<file path="src/rtl/fft_out_collector.sv">
// FFT output collector: assembles real/imag lane beats into ping-pong frame banks.
// Optional macro FFT_OUT_BITREV_EN stores word k at slot bitrev(k) (natural frequency order).
module fft_out_collector #(
    parameter int unsigned NUM_LANES  = 2,
    parameter int unsigned DATA_WIDTH = 8,
    parameter int unsigned NUM_BEATS  = 4
) (
    input  logic                                   clk,
    input  logic                                   rst,
    input  logic                                   flush,
    input  logic [NUM_LANES*DATA_WIDTH-1:0]        in_data,
    input  logic                                   in_part,
    input  logic                                   in_valid,
    output logic                                   in_ready,
    output logic [2*NUM_BEATS*NUM_LANES*DATA_WIDTH-1:0] out_data,
    output logic                                   out_valid,
    input  logic                                   out_ready,
    output logic                                   seq_err
);

    localparam int unsigned TW = NUM_BEATS * NUM_LANES;
    localparam int unsigned OW = 2 * TW * DATA_WIDTH;
    localparam int unsigned CW = (NUM_BEATS > 1) ? $clog2(NUM_BEATS) : 1;

`ifdef FFT_OUT_BITREV_EN
    localparam int unsigned LOGTW = $clog2(TW);

    if ((TW & (TW - 1)) != 0) begin : g_tw_not_pow2
        $error("fft_out_collector: TW must be a power of two when bit reversal is enabled");
    end
`endif

    typedef enum logic {
        PH_RE = 1'b0,
        PH_IM = 1'b1
    } phase_e;

    logic [1:0][OW-1:0] bank_q, bank_d;
    logic [1:0]         bank_full_q, bank_full_d;
    logic [CW-1:0]      beat_cnt_q, beat_cnt_d;
    phase_e             phase_q, phase_d;
    logic               wr_bank_q, wr_bank_d;
    logic               rd_bank_q, rd_bank_d;
    logic               seq_err_q, seq_err_d;

    logic accept;
    logic part_ok;
    logic drain;

    // Bit offset of one part of a lane word inside a bank, after slot mapping.
    function automatic int unsigned part_lsb(input logic [CW-1:0] cnt,
                                             input int unsigned lane,
                                             input logic im);
        int unsigned k;
        int unsigned slot;
        k = int'(cnt) * NUM_LANES + lane;
`ifdef FFT_OUT_BITREV_EN
        slot = 0;
        for (int unsigned b = 0; b < LOGTW; b++) begin
            slot = slot | (((k >> b) & 1) << (LOGTW - 1 - b));
        end
`else
        slot = k;
`endif
        return (2 * slot + (im ? 1 : 0)) * DATA_WIDTH;
    endfunction

    assign in_ready  = !bank_full_q[wr_bank_q];
    assign out_valid = bank_full_q[rd_bank_q];
    assign out_data  = bank_q[rd_bank_q];
    assign seq_err   = seq_err_q;

    assign accept  = in_valid && in_ready && !flush;
    assign part_ok = (in_part == (phase_q == PH_IM));
    assign drain   = out_valid && out_ready;

    always_comb begin
        bank_d      = bank_q;
        bank_full_d = bank_full_q;
        beat_cnt_d  = beat_cnt_q;
        phase_d     = phase_q;
        wr_bank_d   = wr_bank_q;
        rd_bank_d   = rd_bank_q;
        seq_err_d   = seq_err_q;

        if (flush) begin
            bank_full_d = '0;
            beat_cnt_d  = '0;
            phase_d     = PH_RE;
            wr_bank_d   = 1'b0;
            rd_bank_d   = 1'b0;
            seq_err_d   = 1'b0;
        end else begin
            if (accept && !part_ok) begin
                seq_err_d = 1'b1;
            end
            if (accept && part_ok) begin
                for (int unsigned l = 0; l < NUM_LANES; l++) begin
                    bank_d[wr_bank_q][part_lsb(beat_cnt_q, l, phase_q == PH_IM) +: DATA_WIDTH] =
                        in_data[l*DATA_WIDTH +: DATA_WIDTH];
                end
                if (phase_q == PH_RE) begin
                    phase_d = PH_IM;
                end else begin
                    phase_d = PH_RE;
                    if (beat_cnt_q == CW'(NUM_BEATS - 1)) begin
                        bank_full_d[wr_bank_q] = 1'b1;
                        wr_bank_d              = !wr_bank_q;
                        beat_cnt_d             = '0;
                    end else begin
                        beat_cnt_d = beat_cnt_q + CW'(1);
                    end
                end
            end
            // A completing write and a drain never hit the same bank: a full rd bank blocks input.
            if (drain) begin
                bank_full_d[rd_bank_q] = 1'b0;
                rd_bank_d              = !rd_bank_q;
            end
        end
    end

    always_ff @(posedge clk or negedge rst) begin
        if (!rst) begin
            bank_q      <= '0;
            bank_full_q <= '0;
            beat_cnt_q  <= '0;
            phase_q     <= PH_RE;
            wr_bank_q   <= 1'b0;
            rd_bank_q   <= 1'b0;
            seq_err_q   <= 1'b0;
        end else begin
            bank_q      <= bank_d;
            bank_full_q <= bank_full_d;
            beat_cnt_q  <= beat_cnt_d;
            phase_q     <= phase_d;
            wr_bank_q   <= wr_bank_d;
            rd_bank_q   <= rd_bank_d;
            seq_err_q   <= seq_err_d;
        end
    end

endmodule

</file>
<file path="config.mk">
export PLATFORM = sky130hd
export DESIGN_NAME = fft_out_collector
export DESIGN_NICKNAME = d
export VERILOG_FILES = /design/src/rtl/fft_out_collector.sv
export SDC_FILE = /design/constraint.sdc
export NUM_CORES = 1
export LEC_CHECK = 0
export CAP_MARGIN = 20
export CELL_PAD_IN_SITES_DETAIL_PLACEMENT = 0
export CELL_PAD_IN_SITES_GLOBAL_PLACEMENT = 1
export CORE_ASPECT_RATIO = 1.1
export CORE_MARGIN = 2
export CORE_UTILIZATION = 33
export DETAILED_ROUTE_END_ITERATION = 8
export PLACE_DENSITY_LB_ADDON = 0.1
export SYNTH_ARGS = -nofsm -noshare
export SYNTH_HDL_FRONTEND = slang
export SYNTH_SLANG_ARGS = --single-unit
</file>
<file path="constraint.sdc">
create_clock -name clk -period 4.1 [get_ports clk]
set_input_delay 0.82 -clock clk [delete_from_list [all_inputs] [get_ports clk]]
set_output_delay 0.82 -clock clk [all_outputs]
set_load 0.02 [all_outputs]
</file>
Yosys cells after proc, flatten, opt, wreduce, memory -nomap -nowiden
Cells that the tools add are included.

storage, ports and cells
  bits in registers = 264
  input bits = 22
  word-level logic and storage cells = 86
  output and inout port bits = 131

operators by class
  magnitude comparators = 4
  bitwise logic cells = 4
  add/sub/neg operators = 6
  muxes and demuxes = 38
  eq/ne operators = 2
  shift operators = 4
  reductions and logical operators = 20

operators with widths
  cell                      number
  $bwmux 256                2
  $mux 128                  4
  $demux 128 s1             2
  $shift 8x34->128 const A  2
  $shiftx 8x34->128         2
  $neg 32->34               1
  $neg 9->34                1
  $add 4x29->29             1
  $mux 2                    10
  $mux 1                    18
  $reduce_bool 2->1         5
  $logic_and 1x1->1         7
  $add 5x1->6               1
  $logic_not 1->1           5
  $add 3x1->4 const B       1
  $lt 1x2->1 const B        2
  $reduce_and 2->1          2
  $reduce_and 3->1          1
  $add 2x1->2 const B       1
  $and 2x2->2               1
  $demux 1 s1               2
  $eq 2x2->1 const B        1
  $ge 1x1->1 const B        2
  $not 2->2                 1
  other kinds (3)           3

Longest topological paths before layout
  depth in word-level cells = 12
  mapped depth = 11
  mapped depth without buffers = 6

Worst setup path before layout
No wires, ideal clock.

  path kind = reg2reg
  from = register phase_q
  to = register bank_q[40] (netlist name)
  setup time = 125 ps
  cell stages (with the launch flop) = 11
  path buffers = 4
  arrival time = 2802 ps
  path slack = 1173 ps
  data required time = 3975 ps
  clock period less this slack = 2927 ps
  path through = dfrtp_1 > buf_2 > clkbuf_1 > clkbuf_1 > inv_1 > ha_1 > ha_1 > clkbuf_1 > nor3b_2 > nor4b_2 > mux2_2

between the ends
  cells in the longest elaborated chain, start to end = 8
  elaborated cells between the ends (all ways) = 18
  classes of those cells = add/sub (4); eq/ne (1); shift (4); mux (7); reduce/logical (2)

ends and longest elaborated chain
  element                         line  text
  start, declared                 41    phase_e phase_q, phase_d;
  start signal, assigned          136   phase_q <= phase_d;
  $mux 1                          65    return (2 * slot + (im ? 1 : 0)) * DATA_WIDTH;
  $add 4x29->29                   65
  $neg 32->34                     100   in_data[l*DATA_WIDTH +: DATA_WIDTH];
  $shift 8x34->128                99    bank_d[wr_bank_q][part_lsb(beat_cnt_q, l, phase_q == PH_IM) +: DATA_WIDTH] =
  $mux 128 (implied by the code)  99
  $demux 128 s1                   99
  $bwmux 256 (2 in series)        99
  end signal, assigned            133   bank_q <= bank_d;
  end, declared                   38    logic [1:0][OW-1:0] bank_q, bank_d;

Several ways; a longest one is shown, not always the timed one.
A chain may end at the register's enable or synchronous reset.

Worst setup path after layout
  from = register rd_bank_q
  to = output port out_data[34]

between the ends
  cells in the longest elaborated chain, start to end = 2

ends and longest elaborated chain
  element                                       line  text
  start, declared                               43    logic rd_bank_q, rd_bank_d;
  start signal, assigned                        138   rd_bank_q <= rd_bank_d;
  $mux 128 (implied by the code) (2 in series)  70    assign out_data = bank_q[rd_bank_q];
  end, declared                                 15    output logic [2*NUM_BEATS*NUM_LANES*DATA_WIDTH-1:0] out_data,

No other way between the ends. The select of a mux whose other input is x is not followed.

==> impl_metrics.yaml <==
final_layout:
  utilization_pct: 42.6
  nets: 1045
  syn_to_final_growth_pct: 26.5
  num-fill-cells: 3436
  final_common_cell: "sky130_fd_sc_hd__mux2_2"
  sequential_cell_area_um2: 6610
  drive_gt1_share_pct: 45.6
  diode_count: 0
  most-common-layout-cells: "sky130_fd_sc_hd__mux2_2 (386), sky130_fd_sc_hd__dfrtp_1 (263), sky130_fd_sc_hd__clkdlybuf4s50_1 (151)"
  area_of_the_multi_input_gates_um2: 5460
logic_synthesis:
  cell_taking_the_most_area_after_synthesis: "sky130_fd_sc_hd__dfrtp_1"
  mappedNetlistArea_um2: 12200
  synth-seq-cells: 264
  avgSynthCellArea_um2: 14.5
  dominantRegCellSynth: "sky130_fd_sc_hd__dfrtp_1"
  post-synth-top-area-fraction_pct: 54.0
  synth_warnings: 0
  synth-seq-area-share_pct: 54.0
  netlist_instances: 846
  synth-edff-count: 0
  yosys.cell_types.count: 41
  synth-async-reset-ratio_pct: 100
  netlist_top_cells_area: "sky130_fd_sc_hd__dfrtp_1 (54%), sky130_fd_sc_hd__mux2_2 (36%), sky130_fd_sc_hd__and2_1 (2.5%)"
  syn_nets: 876
power:
  peakVddDrop_v: 0.000255
  power.leakage_nw: 7.35
  p_per_area_nw_per_um2: 386
  part_of_the_power_in_registers_pct: 44.9
  power.net_switching_w: 0.00136
  comb_power_share_pct: 7.7
  clock_group_share_of_total_power_pct: 47.4
  power_switching_share_pct: 22.7
  power.internal_w: 0.00461
sta:
  finClkSkew_ns: 0.0232
  fin_crit_sh_pct: 84.6
  tightestPinTransition_ns: 1.07
  finalWorstPathRequiredPeriod_ns: 3.47
  setup_viol_count_final: 0
  timing.setup.tns_ns: 0
  timing.final.hold_violations: 0
  max_freq_mhz: 288
  rsz0062_at_grt: "no"
  final_max_slew_viol_count: 0
  slew_headroom_pct: 28.1
route:
  wl_per_cell_um: 20.1
  ant_nets: 0
  post_detailed_route_drc_marker_count: 0
  wl_um: 30600
  initialDrtViolationCount: 249
  first_pass_iters: 4
  vias: 7405
  routed_via_density: 4.86
clock_tree:
  post_cts.repair.setup_buffers: 0
  post_cts_resize_count: 0
  cts_tree: "built"
  cts_hold_buf: 0
  clockBufferDepth: 3
  clk_root_buffer_cell: "sky130_fd_sc_hd__clkbuf_16"
  clock_insertion_delay_worst_skew_ns: 0.56
  cts-htree-levels: 1
  numCtsBuffers: 31
  cts.sink_count: 264
  path_clk_slew_ns: 0.06
die:
  die_outline_area_um2: 38600
  initial_utilization_pct: 33.7
  die-height_um: 206
  floorplan.io_pins: 153
  row_count: 73
  die_w_um: 188
  core_region_area_um2: 36400
grt:
  track_usage_pct: 15.9
  grt_overflow: 0
  grt_pass1_wl_um: 47600
  vias_in_the_first_global_route: 7849
  antenna_found_initial: 3
  grt_max_degree: 94
worst_hold_path:
  worstHoldPathType: "primary input to async pin"
placed_design:
  io_buffer_count: 152
  dpl.hpwl_um: 20800
  gpl.final_weighted_congestion: 0.716
setup_path:
  worstPathRequired_ns: 3.28
  crit_arrival_ns: 2.65
  startpoint_type: "flop"
  regToRegEndpoint: "bank_q[74]"
  worst-r2r-cell-count: 5
  worst-path-max-fanout: 55
  crit_path_end_kind: "primary output"
  regToRegStartpoint: "beat_cnt_q[1]"
  worstSetupPathType: "flop to primary output"
  r2r_setup_slack_ns: 1.49
outcome:
  run_status: "finished clean"
job:
  timing.max_cap.violations: 0
## layout make-up
| type | count | share of cell area [%] |
|---|---|---|
| Sequential cell | 264 | 42.7 |
| Multi-Input combinational cell | 538 | 35.3 |
| Clock buffer | 45 | 5.80 |
| Tap cell | 487 | 3.94 |
| Clock inverter | 11 | 1.00 |
| Inverter | 8 | 0.194 |
| Timing Repair Buffer | 172 | 11.1 |
## cell usage after synthesis, types with 2 or more instances
master                      instances
sky130_fd_sc_hd__mux2_2           386
sky130_fd_sc_hd__nor2b_1            5
sky130_fd_sc_hd__ha_1               8
sky130_fd_sc_hd__nor4_2             2
sky130_fd_sc_hd__o21ai_0            5
sky130_fd_sc_hd__or3_1              2
sky130_fd_sc_hd__and2_1            49
sky130_fd_sc_hd__nand4bb_1          2
sky130_fd_sc_hd__clkbuf_1          27
sky130_fd_sc_hd__nand3_1           19
sky130_fd_sc_hd__buf_2              7
sky130_fd_sc_hd__nor3_4             3
sky130_fd_sc_hd__nor3b_1            2
sky130_fd_sc_hd__a21oi_1            6
sky130_fd_sc_hd__inv_1              8
sky130_fd_sc_hd__nor3_1             3
sky130_fd_sc_hd__and3b_1            2
sky130_fd_sc_hd__nor3_2             3
sky130_fd_sc_hd__nor4_4             2
sky130_fd_sc_hd__and3_1            18
sky130_fd_sc_hd__dfrtp_1          264
sky130_fd_sc_hd__nand2_1            4
## routing by layer
layer | wire length [um] | global-route usage (%) | share of wire, % | up-vias
met2 | 14400 | 26.2 | 47 | 138
met1 | 14300 | 21.6 | 47 | 3816
met3 | 1290 | 3.07 | 4.2 | 46
li1 | - | - | - | 3399
met4 | 581 | 3.74 | 1.9 | 6
met5 | 41 | 0 | 0.13 | -
## power groups by stage
stage	combinational [W]	sequential, W	clock (W)
2_1_floorplan	0.000213	0.00272	0
3_3_place_gp	0.000468	0.00273	0
3_5_place_dp	0.000467	0.00273	0
4_1_cts	0.000470	0.00268	0.00292
5_1_grt	0.000494	0.00269	0.00304
6_report	0.000457	0.00268	0.00283
## worst max-delay path: stages (launching register included)
cell and delay, ns:
sky130_fd_sc_hd__dfrtp_4 0.73, sky130_fd_sc_hd__buf_12 0.34, sky130_fd_sc_hd__mux2_2 0.41, sky130_fd_sc_hd__clkdlybuf4s50_1 0.54
## state kept, by name (all words and copies together) (netlist names)
signal / flops
bank_full_q: 2
seq_err: 1
beat_cnt_q: 2
wr_bank_q: 1
rd_bank_q: 1
phase_q: 1
bank_q: 256
## worst max-delay path by stage
| stage | startpoint | to | slack (ns) | cells past startpoint |
|---|---|---|---|---|
| after floorplan | phase_q | bank_q[40] | 1.17 | 10 |
| after global placement | flush | bank_q[179] | 0.52 | 4 |
| after detailed placement | flush | bank_q[14] | 0.52 | 5 |
| after CTS | rd_bank_q | out_data[78] | 0.56 | 3 |
| after global routing | rd_bank_q | out_data[103] | 0.52 | 3 |
| final | rd_bank_q | out_data[34] | 0.63 | 3 |
## logic make-up (layout without fill, tap and decap cells)
kind of cell / after synthesis / count (layout) / share of synthesized area (%)
AO/OA/AOI/OAI: 14 / 14 / 0.644
flip-flops: 264 / 264 / 54.0
buffers and inverters: 44 / 236 / 1.48
XOR/XNOR: 2 / 2 / 0.205
AND/OR/NAND/NOR: 128 / 128 / 7.32
adder cells (fa/ha/maj): 8 / 8 / 0.818
multiplexers: 386 / 386 / 35.5
## metrics by stage
stage	cells	cell area [um^2]	power, W	hold WS [ns]	setup WS (ns)
4_1_cts	1524	15500	0.00607	0.311	0.562
2_1_floorplan	846	12200	0.00293	0.474	1.17
3_3_place_gp	1468	14400	0.00320	0.481	0.518
5_1_grt	1525	15500	0.00622	0.334	0.515
6_report	1525	15500	0.00597	0.279	0.632
3_5_place_dp	1468	14400	0.00320	0.488	0.517
No activity file was read; power rests on OpenSTA's default activity.
